File: config.mk
export PLATFORM = sky130hd
export DESIGN_NAME = alu_mult_seq
export DESIGN_NICKNAME = d
export VERILOG_FILES = /design/src/rtl/alu_mult_seq_pkg.sv /design/src/rtl/alu_mult_seq.sv
export SDC_FILE = /design/constraint.sdc
export NUM_CORES = 1
export LEC_CHECK = 0
export ABC_AREA = 1
export CORE_ASPECT_RATIO = 0.5
export CORE_MARGIN = 2
export CORE_UTILIZATION = 42
export DETAILED_ROUTE_END_ITERATION = 8
export PLACE_DENSITY = 0.76
export SLEW_MARGIN = 25
export SYNTH_ARGS = -nofsm -noshare
export SYNTH_HDL_FRONTEND = slang
export SYNTH_SLANG_ARGS = --single-unit
File: constraint.sdc
create_clock -name clk -period 1.6 [get_ports clk]
set_input_delay 0.16 -clock clk [delete_from_list [all_inputs] [get_ports clk]]
set_output_delay 0.16 -clock clk [all_outputs]
set_load 0.005 [all_outputs]
File: src/rtl/alu_mult_seq_pkg.sv
// Shared definitions for the sequential shift-add multiplier and the ALU
// control decoder: ALU control codes and the multiplier controller states.
package alu_mult_seq_pkg;

    // ALU control codes, shared with alu_control
    localparam logic [2:0] ALU_NOP = 3'b000;
    localparam logic [2:0] ALU_ADD = 3'b010;

    // Multiplier controller states
    typedef enum logic [1:0] {
        IDLE = 2'd0,
        RUN  = 2'd1,
        DONE = 2'd2
    } state_t;

    // ALU code driven by the multiplier: add only while it owns the ALU
    function automatic logic [2:0] mult_alu_code(input logic owned);
        return owned ? ALU_ADD : ALU_NOP;
    endfunction

endpackage

File: src/rtl/alu_mult_seq.sv
// Iterative unsigned WIDTH x WIDTH -> 2*WIDTH shift-add multiplier.
// One add per multiplier bit is borrowed from the shared ALU via alu_req/alu_gnt;
// while granted it overrides the decoded ALU control code with ALU_ADD.
// Optional build macro MULT_EARLY_TERM_EN: finish as soon as the remaining
// multiplier bits are all zero, with the accumulator realigned so the product is exact.
module alu_mult_seq
    import alu_mult_seq_pkg::*;
#(
    parameter int unsigned WIDTH = 16,
    parameter int unsigned CNT_W = 5
) (
    input  logic                 clk,
    input  logic                 reset_n,
    input  logic                 start,
    input  logic [WIDTH-1:0]     op_a,
    input  logic [WIDTH-1:0]     op_b,
    output logic                 busy,
    output logic                 done,
    output logic [2*WIDTH-1:0]   product,
    output logic                 alu_req,
    input  logic                 alu_gnt,
    output logic [2:0]           alu_ctr,
    output logic [WIDTH-1:0]     alu_a,
    output logic [WIDTH-1:0]     alu_b,
    input  logic [WIDTH-1:0]     alu_result,
    input  logic                 alu_cout
);

    localparam logic [CNT_W-1:0] LAST_CNT = CNT_W'(WIDTH - 1);

    state_t               state_q, state_d;
    logic [2*WIDTH-1:0]   acc_q, acc_d;
    logic [WIDTH-1:0]     mcand_q, mcand_d;
    logic [CNT_W-1:0]     cnt_q, cnt_d;
    logic [2*WIDTH-1:0]   product_q, product_d;

    // Accumulator after one iteration, and the value captured on finishing
    logic [2*WIDTH-1:0]   acc_step;
    logic [2*WIDTH-1:0]   acc_fin;
    logic                 rem_zero;
`ifdef MULT_EARLY_TERM_EN
    logic [WIDTH-1:0]     rem_mask;
`endif

    // Next-state and datapath update
    always_comb begin
        state_d   = state_q;
        acc_d     = acc_q;
        mcand_d   = mcand_q;
        cnt_d     = cnt_q;
        product_d = product_q;

        // acc[0] selects add-and-shift (carry becomes the new top bit) or plain shift
        acc_step = acc_q[0] ? {alu_cout, alu_result, acc_q[WIDTH-1:1]}
                            : {1'b0, acc_q[2*WIDTH-1:1]};

`ifdef MULT_EARLY_TERM_EN
        // After the shift, multiplier bits still unused sit in acc[WIDTH-2-cnt:0];
        // the bits above them are already low product bits, so they are masked off.
        rem_mask = {WIDTH{1'b1}} >> (cnt_q + CNT_W'(1));
        rem_zero = (acc_step[WIDTH-1:0] & rem_mask) == '0;
        // Skipped iterations would only shift right; apply them in one step.
        acc_fin  = acc_step >> (LAST_CNT - cnt_q);
`else
        rem_zero = 1'b0;
        acc_fin  = acc_step;
`endif

        case (state_q)
            IDLE: begin
                if (start) begin
                    mcand_d = op_a;
                    acc_d   = {{WIDTH{1'b0}}, op_b};
                    cnt_d   = '0;
                    state_d = RUN;
                end
            end
            RUN: begin
                // Without a grant nothing moves; the same iteration retries next cycle
                if (alu_gnt) begin
                    cnt_d = cnt_q + CNT_W'(1);
                    if (cnt_q == LAST_CNT || rem_zero) begin
                        // Product is captured on entry so it is valid during the done cycle
                        acc_d     = acc_fin;
                        product_d = acc_fin;
                        state_d   = DONE;
                    end else begin
                        acc_d = acc_step;
                    end
                end
            end
            DONE: begin
                state_d = IDLE;
            end
            default: begin
                state_d = IDLE;
            end
        endcase
    end

    // Output decode from the current state
    always_comb begin
        busy    = (state_q != IDLE);
        done    = (state_q == DONE);
        alu_req = (state_q == RUN);
        alu_ctr = mult_alu_code(alu_req && alu_gnt);
        alu_a   = alu_req ? acc_q[2*WIDTH-1:WIDTH] : '0;
        alu_b   = alu_req ? mcand_q : '0;
        product = product_q;
    end

    // State and datapath registers; reset aborts any operation in progress
    always_ff @(posedge clk or negedge reset_n) begin
        if (!reset_n) begin
            state_q   <= IDLE;
            acc_q     <= '0;
            mcand_q   <= '0;
            cnt_q     <= '0;
            product_q <= '0;
        end else begin
            state_q   <= state_d;
            acc_q     <= acc_d;
            mcand_q   <= mcand_d;
            cnt_q     <= cnt_d;
            product_q <= product_d;
        end
    end

endmodule

# [Word level (Yosys, flattened, before mapping)]
# Index checks and enable logic that the tools add are counted.
[word_totals] word_cells=34 inputBits=53 out_inout_bits=70 regBits=87
[classes] addsub=1 n_eq_ne=6 muxes=14 n_reduce_logical=8
[ops] operator="2-to-1 mux 32 bit" n=3
[ops] operator="one-hot mux 32 bit (2 select lines)" n=1
[ops] operator="2-to-1 mux 16 bit" n=2
[ops] operator="2-to-1 mux 5 bit" n=2
[ops] operator="one-hot mux 5 bit (2 select lines)" n=1
[ops] operator="AND reduction 3 bit" n=3
[ops] operator="2-to-1 mux 2 bit" n=4
[ops] operator="adder 5 x 1 -> 5 bit, second input constant" n=1
[ops] operator="equality test 5 x 4 -> 1 bit, second input constant" n=1
[ops] operator="!= test 2 x 1 -> 1 bit, second input constant" n=2
[ops] operator="one-hot mux 2 bit (2 select lines)" n=1
[ops] operator="nonzero test 2 bit" n=2
[ops] operator="equality test 2 x 1 -> 1 bit, second input constant" n=1
[ops] operator="equality test 2 bit, second input constant" n=1
[ops] operator="zero test 2 bit" n=1
[ops] operator="!= test 2 bit, second input constant" n=1
[ops] operator="AND reduction 2 bit" n=1
[ops] operator="logical AND 1 bit" n=1

# [Logic depth before layout (Yosys ltp)]
[depth] word_depth=4 ltp_mapped=11 depth_no_buf=9

# [Least setup slack after synthesis]
# OpenSTA, ideal clock, no wires.
[synth_timing] path_kind="register to register" from="reg cnt_q[0]" to="reg product_q[10] (netlist: product[10])" arrival_ps=1470 path_stages_with_launch=12 setup_slack_ps=-2 cell_sequence="dfrtp_1 ha_1 nand2_1 nor2_1 ha_1 nand2_1 nor2_4 inv_2 buf_6 buf_6 nand2_1 o21ai_1"
[synth_via] elab_chain_cells=2
[synth_rtl] element="start: declaration" line="alu_mult_seq.sv:34" source="logic [CNT_W-1:0] cnt_q, cnt_d;"
[synth_rtl] element="start signal: assignment" line="alu_mult_seq.sv:124" source="cnt_q <= cnt_d;"
[synth_rtl] element="equality test 5 x 4 -> 1 bit" line="alu_mult_seq.sv:82" source="if (cnt_q == LAST_CNT || rem_zero) begin"
[synth_rtl] element="AND reduction 3 bit (no source line)"
[synth_rtl] element="end signal: assignment" line="alu_mult_seq.sv:125" source="product_q <= product_d;"
[synth_rtl] element="end: declaration" line="alu_mult_seq.sv:35" source="logic [2*WIDTH-1:0] product_q, product_d;"
# Every way passes these cells.
# A chain may end at the register's enable or synchronous reset.

# [Final worst setup path]
[layout_timing] from="reg cnt_q[1]" to="reg product_q[0] (netlist: product[0])"
# Same word-level chain as after synthesis.

==> flow_metrics.py <==
metrics = {
    "yosys": {
        "syn_area_per_cell_sq_um": 7.75,
        "synth_top_family_by_area": "simple AND/OR/NAND/NOR gates",
        "ys_types": 21,
        "netlist_area_sq_um": 3970,
        "synthCells": 512,
        "synth.mux.area_fraction_pct": 0,
        "synth_top_area_cell": "dfrtp_1",
        "ys_seq_elements": 87,
        "synth_edf_count": 0,
        "yosys_warnings": 0,
        "synthAdderAreaFrac_pct": 0.631,
        "async_flop_share_pct": 100,
        "synth_flop_cell": "dfrtp_1",
        "synth_area_leaders": "dfrtp_1 (55%), nand2_1 (19%), nor2_1 (6.7%), o21ai_0 (3.8%), inv_1 (3.5%)",
        "synth_top_area_share_pct": 54.9,
        "synth-compound-area-share_pct": 8.33,
        "seq_area_frac_synth_pct": 54.9,
        "synth-xor-area-share_pct": 0,
        "synth-simple-area-share_pct": 27.6,
    },
    "timing": {
        "period_minus_slack_ps": 1750,
        "setup_viol_count_final": 32,
        "grt_setup_unrepaired": "true",
        "worst_hold_slack_ps": 220,
        "fmax_ghz": 0.572,
        "drv_slew": 0,
        "timing.final.ws_setup_ps": -147,
        "hold_viol_final": 0,
        "layout_worst_path_cycle_share_pct": 109,
        "fin_skew_ps": 5.25,
    },
    "die": {
        "die_area_sq_um": 10300,
        "die_h_um": 72.7,
        "core_area_sq_um": 9320,
        "start_util_pct": 42.6,
        "row_count": 25,
        "io_pins": 123,
        "die_w_um": 141,
    },
    "worst_hold_path": {
        "hold_path_class": "in2async",
    },
    "drt": {
        "ant_nets": 0,
        "firstDrtPassIters": 5,
        "vias_per_cell": 4.79,
        "drc": 0,
        "num_vias": 3723,
        "routedWlPerCell_um": 14.1,
        "drtIter0Drc": 208,
        "wirelength_um": 10900,
    },
    "critical_path": {
        "crit_fanout": 12,
        "critPathKind": "reg2reg",
        "crit_chain": "ha_2, nand2_2, nor2_2, ha_2, nand2_4, nor2_4, clkinv_4, buf_12, nand2_2, o21ai_1",
        "max_stage_delay_ps": 370,
        "startpoint_type": "flop",
        "arrival_ps": 1960,
        "end_kind": "flop",
        "crit_required_ps": 1810,
        "cp_slowest_cell": "dfrtp_1",
    },
    "layout": {
        "nNetsFinal": 706,
        "fin_cells": 777,
        "final_common_cell": "nand2_1",
        "fin_area_sq_um": 5940,
        "syn_to_final_growth_pct": 49.7,
        "utilization_pct": 63.7,
        "layout_common_cells": "nand2_1 (186), dfrtp_1 (87), clkdlybuf4s50_1 (83), nor2_1 (68), inv_1 (36)",
        "n_antenna_cell": 0,
        "drive_gt1_share_pct": 16.5,
    },
    "cts": {
        "root_buffer": "clkbuf_16",
        "cts_tree": "built",
        "cts_buffer_depth": 2,
        "clk_latency_ps": 330,
        "htreeDepth": 3,
        "path_clk_slew_ps": 60,
        "cts_made_buffers": 9,
        "cts.sink_count": 87,
    },
    "status": {
        "violations": "setup timing",
        "outcome": "finished, violations left",
    },
    "global_route": {
        "grt_pass1_vias": 3650,
        "antenna_found_initial": 0,
        "grt_remaining_overflow": 0,
        "grt_max_degree": 52,
        "grt_pass1_wl_um": 17300,
        "grt_util_all_layers_pct": 21.2,
    },
    "place": {
        "portBuffers": 120,
        "place_area_sq_um": 5330,
        "pre_cts_slack_ps": -11.7,
        "gp_congestion": 0.767,
        "hpwlAfterDp_um": 6560,
        "dp_cells": 741,
    },
    "pwr": {
        "p_per_area_nw_per_um2": 1840,
        "power.leakage_nw": 3.01,
        "ir_drop_v": 0.000772,
    },
    "run": {
        "drv_cap": 0,
    },
}
[synth_stat cells (2+ instances only)]
| cell type | number |
|---|---|
| a21oi_1 | 16 |
| buf_1 | 2 |
| buf_2 | 13 |
| buf_4 | 6 |
| buf_6 | 4 |
| clkbuf_1 | 3 |
| dfrtp_1 | 87 |
| ha_1 | 2 |
| inv_1 | 37 |
| inv_2 | 5 |
| nand2_1 | 206 |
| nand3_1 | 4 |
| nor2_1 | 71 |
| o21ai_0 | 30 |
| o21ai_1 | 20 |
[what timing repair did]
item / in CTS / in global routing
endpoints found under the setup margin: 60 / 89
pin swaps: 5 / 5
resized for setup: 69 / 68
hold buffers: 1 / 0
cloned: 3 / 2
setup buffers: 8 / 7
hold endpoints to repair: 64 / 0
[path summary, 6_finish.rpt]
kind                            cells past startpoint          to     start  slack [ps]
worst max-delay path                               10  product[0]  cnt_q[1]        -150
max in group asynchronous                           3  state_q[1]   reset_n         830
worst min register to register                      2    acc_q[1]  acc_q[1]         480
worst max register to register                     10  product[0]  cnt_q[1]        -150
min in group clk                                    3  mcand_q[2]   op_a[2]         400
worst min-delay path                                2  product[6]   reset_n         220
[cells by family (layout without fill, tap and decap cells)]
group	Yosys count	count (layout)
compound gates	66	66
other cells	1	2
fa+ha+maj	2	2
flops	87	87
simple gates	285	285
buf+inv	71	214
[sequential cells by signal (all words and copies together) (netlist names)]
signal	cells
acc_q	32
product	32
mcand_q	16
cnt_q	5
state_q	2
[worst max-delay path, delay by kind of cell (launching register included)]
kind,cells,cell delay [ps]
DFF,1,370
buffers and inverters,2,300
adders and majority gates,2,400
AOI/OAI and AO/OA,1,70
and+or+nand+nor,5,450
[layout make-up]
class | instances | area [sq um]
fillers | 780 | 3380
flip-flops and latches | 87 | 2180
multi-input cells | 355 | 1580
repair buffers | 156 | 1560
clock buffers | 11 | 253
inverters | 42 | 165
well taps | 121 | 151
clock inverters | 5 | 56.3
[power by group]
| group | total [mW] | internal (mW) | switching (mW) | leakage [nW] |
|---|---|---|---|---|
| registers | 3.47 | 3.03 | 0.441 | 1.12 |
| logic | 5.31 | 2.54 | 2.77 | 1.75 |
| clock network | 2.14 | 1.29 | 0.852 | 0.152 |
| total | 10.9 | 6.86 | 4.06 | 3.01 |
[stage by stage]
step | setup TNS (ps) | power [mW]
after floorplan | 0 | 6.02
after global placement | 0 | 8.31
after detailed placement | -20.8 | 8.44
after CTS | -713 | 10.6
after global routing | -6260 | 11.8
final | -3440 | 10.9
[metal layers]
layer  up-vias  part of all wire [%]  routed length (um)  global-route usage [%]
met5         -                     0                   0                       0
met4         0                   1.3                 144                    6.00
met3        12                   4.0                 434                    4.53
met2        81                    50                5430                    37.2
met1      1793                    45                4910                    27.2
li1       1837                     -                   -                       -
Note: power is estimated with default switching activity, not from simulation.
